===== src/rtl/rr_arbiter_4.sv =====
// rtl/rr_arbiter_4.sv - four-requester round-robin arbiter with bounded hold and owner encoder

// Converts the arbiter's one-hot (or all-zero) grant into the owner index.
module rr_enc4to2 (
   input  logic [3:0] onehot_i,
   output logic [1:0] idx_o
);

   // Only one-hot codes or zero arrive here; zero maps to index 0 and is
   // qualified downstream by busy.
   always_comb begin
      idx_o = 2'd0;
      case (onehot_i)
         4'b0010: idx_o = 2'd1;
         4'b0100: idx_o = 2'd2;
         4'b1000: idx_o = 2'd3;
         default: idx_o = 2'd0;
      endcase
   end

endmodule

// Round-robin arbiter: one owner at a time, held until it releases, drops its
// request, or reaches MAX_HOLD cycles; handoff to the next requester has no gap.
module rr_arbiter_4 #(
   parameter int unsigned MAX_HOLD = 8
) (
   input  logic       clk_i,
   input  logic       rst_ni,
   input  logic [3:0] req_i,
   input  logic       release_i,
   output logic [3:0] grant_o,
   output logic       busy_o,
   output logic       timeout_o,
   output logic [1:0] owner_o
);

   localparam logic [7:0] MaxHold = 8'(MAX_HOLD);

   typedef enum logic {
      IDLE  = 1'b0,
      GRANT = 1'b1
   } state_e;

   state_e     state_q;
   logic [1:0] ptr_q;
   logic [1:0] g_q;
   logic [7:0] cnt_q;
   logic [3:0] grant_q;
   logic       busy_q;
   logic       timeout_q;

   logic       exit_rel;
   logic       exit_drop;
   logic       exit_hold;
   logic       exit_any;
   logic       hold_only;
   logic [3:0] own_mask;
   logic [3:0] srch_vec;
   logic [1:0] srch_start;
   logic       pick_found;
   logic [1:0] pick_idx;
   logic [3:0] pick_onehot;
   logic [7:0] cnt_d;
   logic [1:0] ptr_d;

   // Exit conditions for the current owner and the rotating search that picks
   // the next owner; in GRANT the current owner is masked out so a revoked
   // owner cannot immediately win again.
   always_comb begin
      exit_rel    = release_i;
      exit_drop   = ~req_i[g_q];
      exit_hold   = (cnt_q == MaxHold);
      exit_any    = exit_rel | exit_drop | exit_hold;
      hold_only   = exit_hold & ~exit_rel & ~exit_drop;
      own_mask    = 4'b0001 << g_q;
      cnt_d       = cnt_q + 8'd1;
      ptr_d       = g_q + 2'd1;

      if (state_q == IDLE) begin
         srch_vec   = req_i;
         srch_start = ptr_q;
      end else begin
         srch_vec   = req_i & ~own_mask;
         srch_start = g_q + 2'd1;
      end

      pick_found = 1'b0;
      pick_idx   = srch_start;
      for (int k = 0; k < 4; k++) begin
         if (!pick_found && srch_vec[srch_start + 2'(k)]) begin
            pick_found = 1'b1;
            pick_idx   = srch_start + 2'(k);
         end
      end
      pick_onehot = 4'b0001 << pick_idx;
   end

   // Arbitration FSM with registered grant, busy and timeout outputs.
   always_ff @(posedge clk_i or negedge rst_ni) begin
      if (!rst_ni) begin
         state_q   <= IDLE;
         ptr_q     <= 2'd0;
         g_q       <= 2'd0;
         cnt_q     <= 8'd0;
         grant_q   <= 4'b0000;
         busy_q    <= 1'b0;
         timeout_q <= 1'b0;
      end else begin
         case (state_q)
            IDLE: begin
               timeout_q <= 1'b0;
               if (pick_found) begin
                  state_q <= GRANT;
                  g_q     <= pick_idx;
                  grant_q <= pick_onehot;
                  busy_q  <= 1'b1;
                  cnt_q   <= 8'd1;
               end else begin
                  grant_q <= 4'b0000;
                  busy_q  <= 1'b0;
                  cnt_q   <= 8'd0;
               end
            end
            GRANT: begin
               if (exit_any) begin
                  ptr_q     <= ptr_d;
                  timeout_q <= hold_only;
                  if (pick_found) begin
                     g_q     <= pick_idx;
                     grant_q <= pick_onehot;
                     busy_q  <= 1'b1;
                     cnt_q   <= 8'd1;
                  end else begin
                     state_q <= IDLE;
                     grant_q <= 4'b0000;
                     busy_q  <= 1'b0;
                     cnt_q   <= 8'd0;
                  end
               end else begin
                  cnt_q     <= cnt_d;
                  timeout_q <= 1'b0;
               end
            end
            default: begin
               state_q   <= IDLE;
               grant_q   <= 4'b0000;
               busy_q    <= 1'b0;
               timeout_q <= 1'b0;
               cnt_q     <= 8'd0;
            end
         endcase
      end
   end

   assign grant_o   = grant_q;
   assign busy_o    = busy_q;
   assign timeout_o = timeout_q;

   rr_enc4to2 u_enc (
      .onehot_i (grant_q),
      .idx_o    (owner_o)
   );

endmodule


===== config.mk =====
export PLATFORM = sky130hd
export DESIGN_NAME = rr_arbiter_4
export DESIGN_NICKNAME = d
export VERILOG_FILES = /design/src/rtl/rr_arbiter_4.sv
export SDC_FILE = /design/constraint.sdc
export NUM_CORES = 1
export LEC_CHECK = 0
export CAP_MARGIN = 20
export CORE_MARGIN = 2
export CORE_UTILIZATION = 45
export CTS_CLUSTER_DIAMETER = 120
export DETAILED_ROUTE_END_ITERATION = 10
export PLACE_DENSITY_LB_ADDON = 0.3
export SETUP_SLACK_MARGIN = 0.4
export SLEW_MARGIN = 5
export SYNTH_ARGS = -nofsm -noshare
export SYNTH_HDL_FRONTEND = slang
export SYNTH_SLANG_ARGS = --single-unit

===== constraint.sdc =====
create_clock -name clk_i -period 3 [get_ports clk_i]
set_input_delay 0.3 -clock clk_i [delete_from_list [all_inputs] [get_ports clk_i]]
set_output_delay 0.3 -clock clk_i [all_outputs]
set_load 0.03 [all_outputs]

==> results.py, run 1 <==
metrics = {
    "power_and_ir_drop": {
        "power.internal_uw": 714.0,
        "pwr-share-seq_pct": 32.0,
        "power_leakage_nw": 0.5688,
        "power_density_nw_per_um2": 965.2,
        "totalPowerFinal_mw": 1.289,
        "power_frac_comb_pct": 58.0,
        "ir_drop_v": 0.0005153,
        "p_clk_share_pct": 10.0,
        "power_switching_uw": 574.7,
        "sw_frac_of_total_pct": 44.59,
    },
    "sta": {
        "fin_crit_sh_pct": 74.80,
        "finClkSkew_ps": 3.362,
        "timing.final.ws_setup_ps": 756.0,
        "setup_viol": 0,
        "slew-limit-headroom_pct": 44.51,
        "finalHoldViolCount": 0,
        "finalMaxSlewViolations": 0,
        "rsz0062_at_grt": "false",
        "max_freq_mhz": 445.6,
        "worst_pin_slew_ps": 829.8,
        "period_minus_slack_ps": 2244,
        "setup_tns_ps": 0,
    },
    "synth": {
        "synth_mux_area_share_pct": 5.998,
        "postSynthCellCount": 114,
        "yosysWarnings": 0,
        "syn-cell-area_um2": 1147,
        "synth_seq_cells": 19,
        "yosysSeqAreaShare_pct": 41.44,
        "synthAdderAreaFrac_pct": 6.543,
        "synthXorXnorAreaFrac_pct": 6.107,
        "synthDistinctLibCells": 39,
        "synth_compound_area_share_pct": 15.92,
        "synthesis.nets": 127,
        "yosys.area_share.simple_pct": 20.94,
        "avgSynthCellArea_um2": 10.06,
        "synth_top_family_by_area": "simple AND/OR/NAND/NOR gates",
    },
    "setup_path": {
        "slowest_delay_ps": 460,
        "crit_buf_inv": 1,
        "crit_type": "reg -> reg",
        "end_kind": "flip-flop",
        "worst-path-max-fanout": 9,
        "worstPathRequired_ps": 3200,
        "worstSetupStartpointType": "flip-flop",
        "worstPathArrival_ps": 2440,
        "critPathTopFamily": "compound AO/OA/AOI/OAI gates",
        "crit_chain": "inv_1, ha_1, mux2i_2, nand2_1, a22oi_1, o221ai_1, o31ai_1",
        "cp_slowest_cell": "dfrtp_1",
    },
    "route": {
        "routedWlPerCell_um": 14.30,
        "num_vias": 914,
        "via_per_inst": 5.713,
        "remaining_drc_errors": 0,
        "ant_nets": 0,
        "drtIter0Drc": 13,
        "dr.pass1.iters": 4,
        "finalWirelength_um": 2288,
    },
    "place": {
        "pre_cts_ws_ps": 768.7,
        "dp_hpwl_um": 1751,
        "dpl.cell_count": 156,
        "port_buffers": 14,
        "gp_congestion": 0.9061,
    },
    "cells_and_area": {
        "layout_common_cells": "19 x dfrtp_1, 14 x clkdlybuf4s50_1, 13 x nand2_1, 12 x nor2_1",
        "layout_commonest_cell": "dfrtp_1",
        "area_delta_synth_final_pct": 16.36,
        "drive_gt1_share_pct": 10.77,
        "nNetsFinal": 144,
        "fin_cells": 160,
        "num_antenna_cells": 0,
    },
    "cts": {
        "h-tree-depth": 1,
        "root_buffer": "clkbuf_4",
        "cts_tree": "done",
        "hold_buffers": 0,
        "clock_latency_ps": 290,
        "cts_made_buffers": 3,
        "cts_sinks": 19,
        "clock_path_buffers": 2,
        "path_clk_slew_ps": 110,
        "cts_setup_buffers": 0,
        "cts_resized": 0,
    },
    "worst_hold_path": {
        "hold_path_class": "in -> async",
    },
    "floorplanning": {
        "start_util_pct": 46.74,
        "num_rows": 18,
        "core-area_um2": 2455,
        "fp.dieH_um": 54.50,
        "io_pins": 15,
        "die_width_um": 54.50,
        "die_area_um2": 2970,
    },
    "global_route": {
        "grt_usage_pct": 18.30,
        "grt_pass1_vias": 842,
        "grt_pass1_wl_um": 3808,
        "antenna_found_initial": 0,
        "grt-ovfl-total": 0,
        "grt_max_degree": 20,
    },
    "status": {
        "status": "finished, final reports clean",
    },
    "run": {
        "maxCapViolCount": 0,
    },
}
==> metrics by stage <==
stage	instance area, um^2	hold WS (ps)	util (%)
final	1335	470.9	54.38
after global routing	1335	537.5	54.38
after CTS	1335	511.7	54.38
after detailed placement	1309	486.7	53.31
after global placement	1309	478.4	53.31
after floorplan	1147	4.409	-
==> layer usage <==
layer  track usage [%]  share of wire, %
met1             23.65                44
met4             10.42               2.2
met5                 0                 0
met2             29.92                50
met3             1.639               3.7
==> final timing paths <==
check	startpoint	to	slack, ps	cells after the start
min in group clk_i	busy_o$_DFFE_PN0N_	busy_o$_DFFE_PN0N_	500	1
worst min-delay path	rst_ni	cnt_q[6]$_DFF_PN0_	470	1
worst min register to register	busy_o$_DFFE_PN0N_	busy_o$_DFFE_PN0N_	500	1
worst max-delay path	g_q[0]$_DFFE_PN0P_	grant_o[3]$_DFFE_PN0N_	760	7
worst max register to register	g_q[0]$_DFFE_PN0P_	grant_o[3]$_DFFE_PN0N_	760	7
max in group asynchronous	rst_ni	cnt_q[2]$_DFF_PN0_	2010	1
==> registers in the layout (all words and copies together), names as in the netlist <==
| signal | cells |
|---|---|
| busy_o | 1 |
| cnt_q | 8 |
| g_q | 2 |
| grant_o | 4 |
| ptr_q | 2 |
| state_q | 1 |
| timeout_o | 1 |
==> synthesized netlist by cell type (all sizes together) <==
| cell | count | area share [%] |
|---|---|---|
| dfrtp | 19 | 41 |
| nand2 | 13 | 4.3 |
| nor2 | 12 | 3.9 |
| ha | 6 | 6.5 |
| nand3 | 6 | 3.1 |
| xnor2 | 6 | 4.6 |
| a21boi | 5 | 3.3 |
| inv | 5 | 1.6 |
| a21oi | 3 | 1.3 |
| and3 | 3 | 2.1 |
| nand2b | 3 | 1.6 |
| nor3 | 3 | 2.3 |
| a21bo | 2 | 1.7 |
| a22o | 2 | 1.5 |
| buf | 2 | 1.4 |
| mux2 | 2 | 2.0 |
| mux2i | 2 | 2.1 |
| nor2b | 2 | 1.7 |
| o21ai | 2 | 0.87 |
| o221ai | 2 | 1.5 |
| o31ai | 2 | 1.3 |
| xor2 | 2 | 1.5 |
| a221oi | 1 | 0.76 |
| a22oi | 1 | 0.65 |
| a31oi | 1 | 0.55 |
| a32oi | 1 | 0.76 |
| and2 | 1 | 0.55 |
| and2b | 1 | 0.65 |
| mux4 | 1 | 2.0 |
| nor4b | 1 | 0.76 |
| o21a | 1 | 0.65 |
| o221a | 1 | 0.98 |
==> cell type report <==
class,count,area [um^2]
fillers,247,1120
inverters,5,18.77
clock buffers,4,26.28
well taps,30,37.54
repair buffers,14,140.1
flip-flops and latches,19,475.5
multi-input cells,88,636.9
==> power groups by stage <==
stage	Combinational (mW)	Sequential (mW)	Clock [mW]
CTS	0.750	0.413	0.132
global route	0.827	0.427	0.147
floorplan	0.533	0.434	0
detailed placement	0.745	0.418	0
finish	0.747	0.412	0.129
global placement	0.728	0.413	0
==> cell families (layout without fill, tap and decap cells) <==
family / after synthesis / count (layout)
xor+xnor: 8 / 8
fa+ha+maj: 6 / 6
flops: 19 / 19
simple gates: 45 / 45
mux: 5 / 5
buf+inv: 7 / 23
compound gates: 24 / 24
Note: power is estimated with default switching activity, not from simulation.
==> run 2, diff against run 1 <==
==> constraint.sdc (replaced) <==
create_clock -name clk_i -period 1.85 [get_ports clk_i]
set_input_delay 0.185 -clock clk_i [delete_from_list [all_inputs] [get_ports clk_i]]
set_output_delay 0.185 -clock clk_i [all_outputs]
set_load 0.03 [all_outputs]
==> results.py, run 2 (synthesis gave the netlist of run 1 again) <==
metrics = {
    "power_and_ir_drop": {
        "ir_drop_v": 0.001425,
        "power_frac_comb_pct": 69.3,
        "power_leakage_nw": 0.7508,
        "power.internal_mw": 1.590,
        "pwr-share-seq_pct": 23.1,
        "sw_frac_of_total_pct": 44.14,
        "p_clk_share_pct": 7.6,
        "power_density_nw_per_um2": 1670,
        "totalPowerFinal_mw": 2.847,
        "power_switching_mw": 1.257,
    },
    "cells_and_area": {
        "layout_common_cells": "23 x buf_4, 17 x dfrtp_1, 11 x nand2_1",
        "num-fill-cells": 174,
        "drive_gt1_share_pct": 44.94,
        "multi_input_comb_area_um2": 783.3,
        "regMostFlops": "cnt_q",
        "area_delta_synth_final_pct": 48.64,
        "regArea_um2": 478.0,
        "finalInstanceArea_um2": 1705,
        "layout_commonest_cell": "buf_4",
        "nNetsFinal": 172,
        "largest_reg_flops": 8,
        "num_antenna_cells": 0,
    },
    "cts": {
        "root_buffer": "clkbuf_4",
        "clock_latency_ps": 300,
        "cts_sinks": 19,
        "clock_path_buffers": 2,
        "cts_tree": "done",
        "hold_buffers": 0,
        "cts_made_buffers": 3,
        "path_clk_slew_ps": 110,
        "h-tree-depth": 1,
    },
    "place": {
        "pre_cts_ws_ps": -8.063,
        "place_area_um2": 1464,
        "dp_hpwl_um": 1920,
        "port_buffers": 14,
        "gp_congestion": 0.7891,
    },
    "sta": {
        "timing.final.ws_setup_ps": -33.72,
        "period_minus_slack_ps": 1884,
        "finalMaxSlewViolations": 0,
        "finalHoldViolCount": 0,
        "max_freq_mhz": 530.9,
        "finClkSkew_ps": 9.548,
        "slew-limit-headroom_pct": 70.85,
        "worst_pin_slew_ps": 435.6,
        "rsz0062_at_grt": "true",
        "fin_crit_sh_pct": 101.8,
        "setup_viol": 3,
    },
    "floorplanning": {
        "num_rows": 18,
        "die_area_um2": 2970,
        "start_util_pct": 46.74,
        "io_pins": 15,
        "fp.dieH_um": 54.50,
        "core-area_um2": 2455,
        "die_width_um": 54.50,
    },
    "route": {
        "routedWlPerCell_um": 15.97,
        "finalWirelength_um": 3002,
        "via_per_inst": 5.516,
        "dr.pass1.iters": 4,
        "ant_nets": 0,
        "drtIter0Drc": 25,
        "num_vias": 1037,
        "remaining_drc_errors": 0,
    },
    "global_route": {
        "grt_pass1_wl_um": 4091,
        "grt_pass1_vias": 875,
        "grt_usage_pct": 19.61,
        "grt_max_degree": 20,
        "grt-ovfl-total": 0,
        "antenna_found_initial": 0,
    },
    "setup_path": {
        "worstPathArrival_ps": 2130,
        "critPathTopFamily": "simple AND/OR/NAND/NOR gates",
        "worstSetupStartpointType": "flip-flop",
        "worst-path-max-fanout": 8,
        "end_kind": "flip-flop",
        "crit_chain": "buf_6, mux4_2, nor2b_4, and3_4, nor3_4, a22o_1",
        "reg2reg_depth": 6,
        "worstPathRequired_ps": 2090,
        "crit_buf_inv": 1,
        "r2r_slack_ps": -30,
        "slowest_delay_ps": 510,
        "r2r-end": "grant_o[1]$_DFFE_PN0N_",
        "cp_slowest_cell": "mux4_2",
        "reg2reg_from": "g_q[0]$_DFFE_PN0P_",
        "crit_type": "reg -> reg",
    },
    "status": {
        "failed_checks": "negative setup slack",
        "status": "finished, violations left",
    },
    "run": {
        "maxCapViolCount": 0,
    },
    "worst_hold_path": {
        "hold_path_class": "in -> async",
    },
}
-- run 2: changes by cell type in the layout (fill, tap and decap cells not counted), moves of 3 or more --
cell	delta
a21boi_0	-4
nor2_2	+3
buf_6	+5
nor2_4	+3
nor2_1	-6
clkdlybuf4s50_1	-8
buf_4	+23
dlygate4sd2_1	+6
-- run 2: power groups by stage --
stage	clock (mW)	sequential, mW	combinational [mW]
after floorplan	0	0.719	1.02
after global placement	0	0.659	1.52
after detailed placement	0	0.662	1.56
after CTS	0.213	0.646	1.65
after global routing	0.242	0.671	2.12
final	0.216	0.657	1.97
-- run 2: worst max-delay path by stage --
stage / to / slack [ps] / startpoint / cells after the start
after global routing: grant_o[1]$_DFFE_PN0N_ / -110 / g_q[0]$_DFFE_PN0P_ / 6
after floorplan: grant_o[1]$_DFFE_PN0N_ / 110 / g_q[0]$_DFFE_PN0P_ / 7
after detailed placement: grant_o[0]$_DFFE_PN0N_ / -8 / g_q[1]$_DFFE_PN0P_ / 7
after global placement: grant_o[1]$_DFFE_PN0N_ / 20 / g_q[1]$_DFFE_PN0P_ / 7
final: grant_o[1]$_DFFE_PN0N_ / -30 / g_q[0]$_DFFE_PN0P_ / 6
after CTS: grant_o[3]$_DFFE_PN0N_ / -20 / g_q[1]$_DFFE_PN0P_ / 7
-- run 2: area by class of cell --
cell class                 instances  area share [%]
multi-input combinational         88           45.93
inverter                           5           1.101
timing repair buffer              42           21.20
tap                               30           2.201
sequential                        19           28.03
clock buffer                       4           1.541
-- run 2: timing repair --
item	in CTS	in global routing
buffers inserted	6	10
endpoints found under the setup margin	27	20
cloned	0	0
hold endpoints to repair	0	0
gates resized for setup	20	30
pin swaps	8	14
-- run 2: per-layer routing --
metal	wire length (um)	vias up	GRT usage (%)	share of wire [%]
met5	0	-	0	0
met4	54	0	7.500	1.8
met3	109	7	2.459	3.6
met2	1361	24	28.71	45
met1	1476	517	29.37	49
li1	-	489	-	-
-- run 2: through the flow --
stage / TNS, ps / utilization, % / std cells / hold slack, ps
6_report: -69.29 / 69.47 / 188 / 206.6
2_1_floorplan: 0 / - / 114 / -110.6
3_5_place_dp: -8.063 / 59.63 / 168 / 489.8
5_1_grt: -421.6 / 69.47 / 188 / 224.8
4_1_cts: -22.01 / 62.13 / 178 / 235.3
3_3_place_gp: 0 / 59.63 / 168 / 477.3
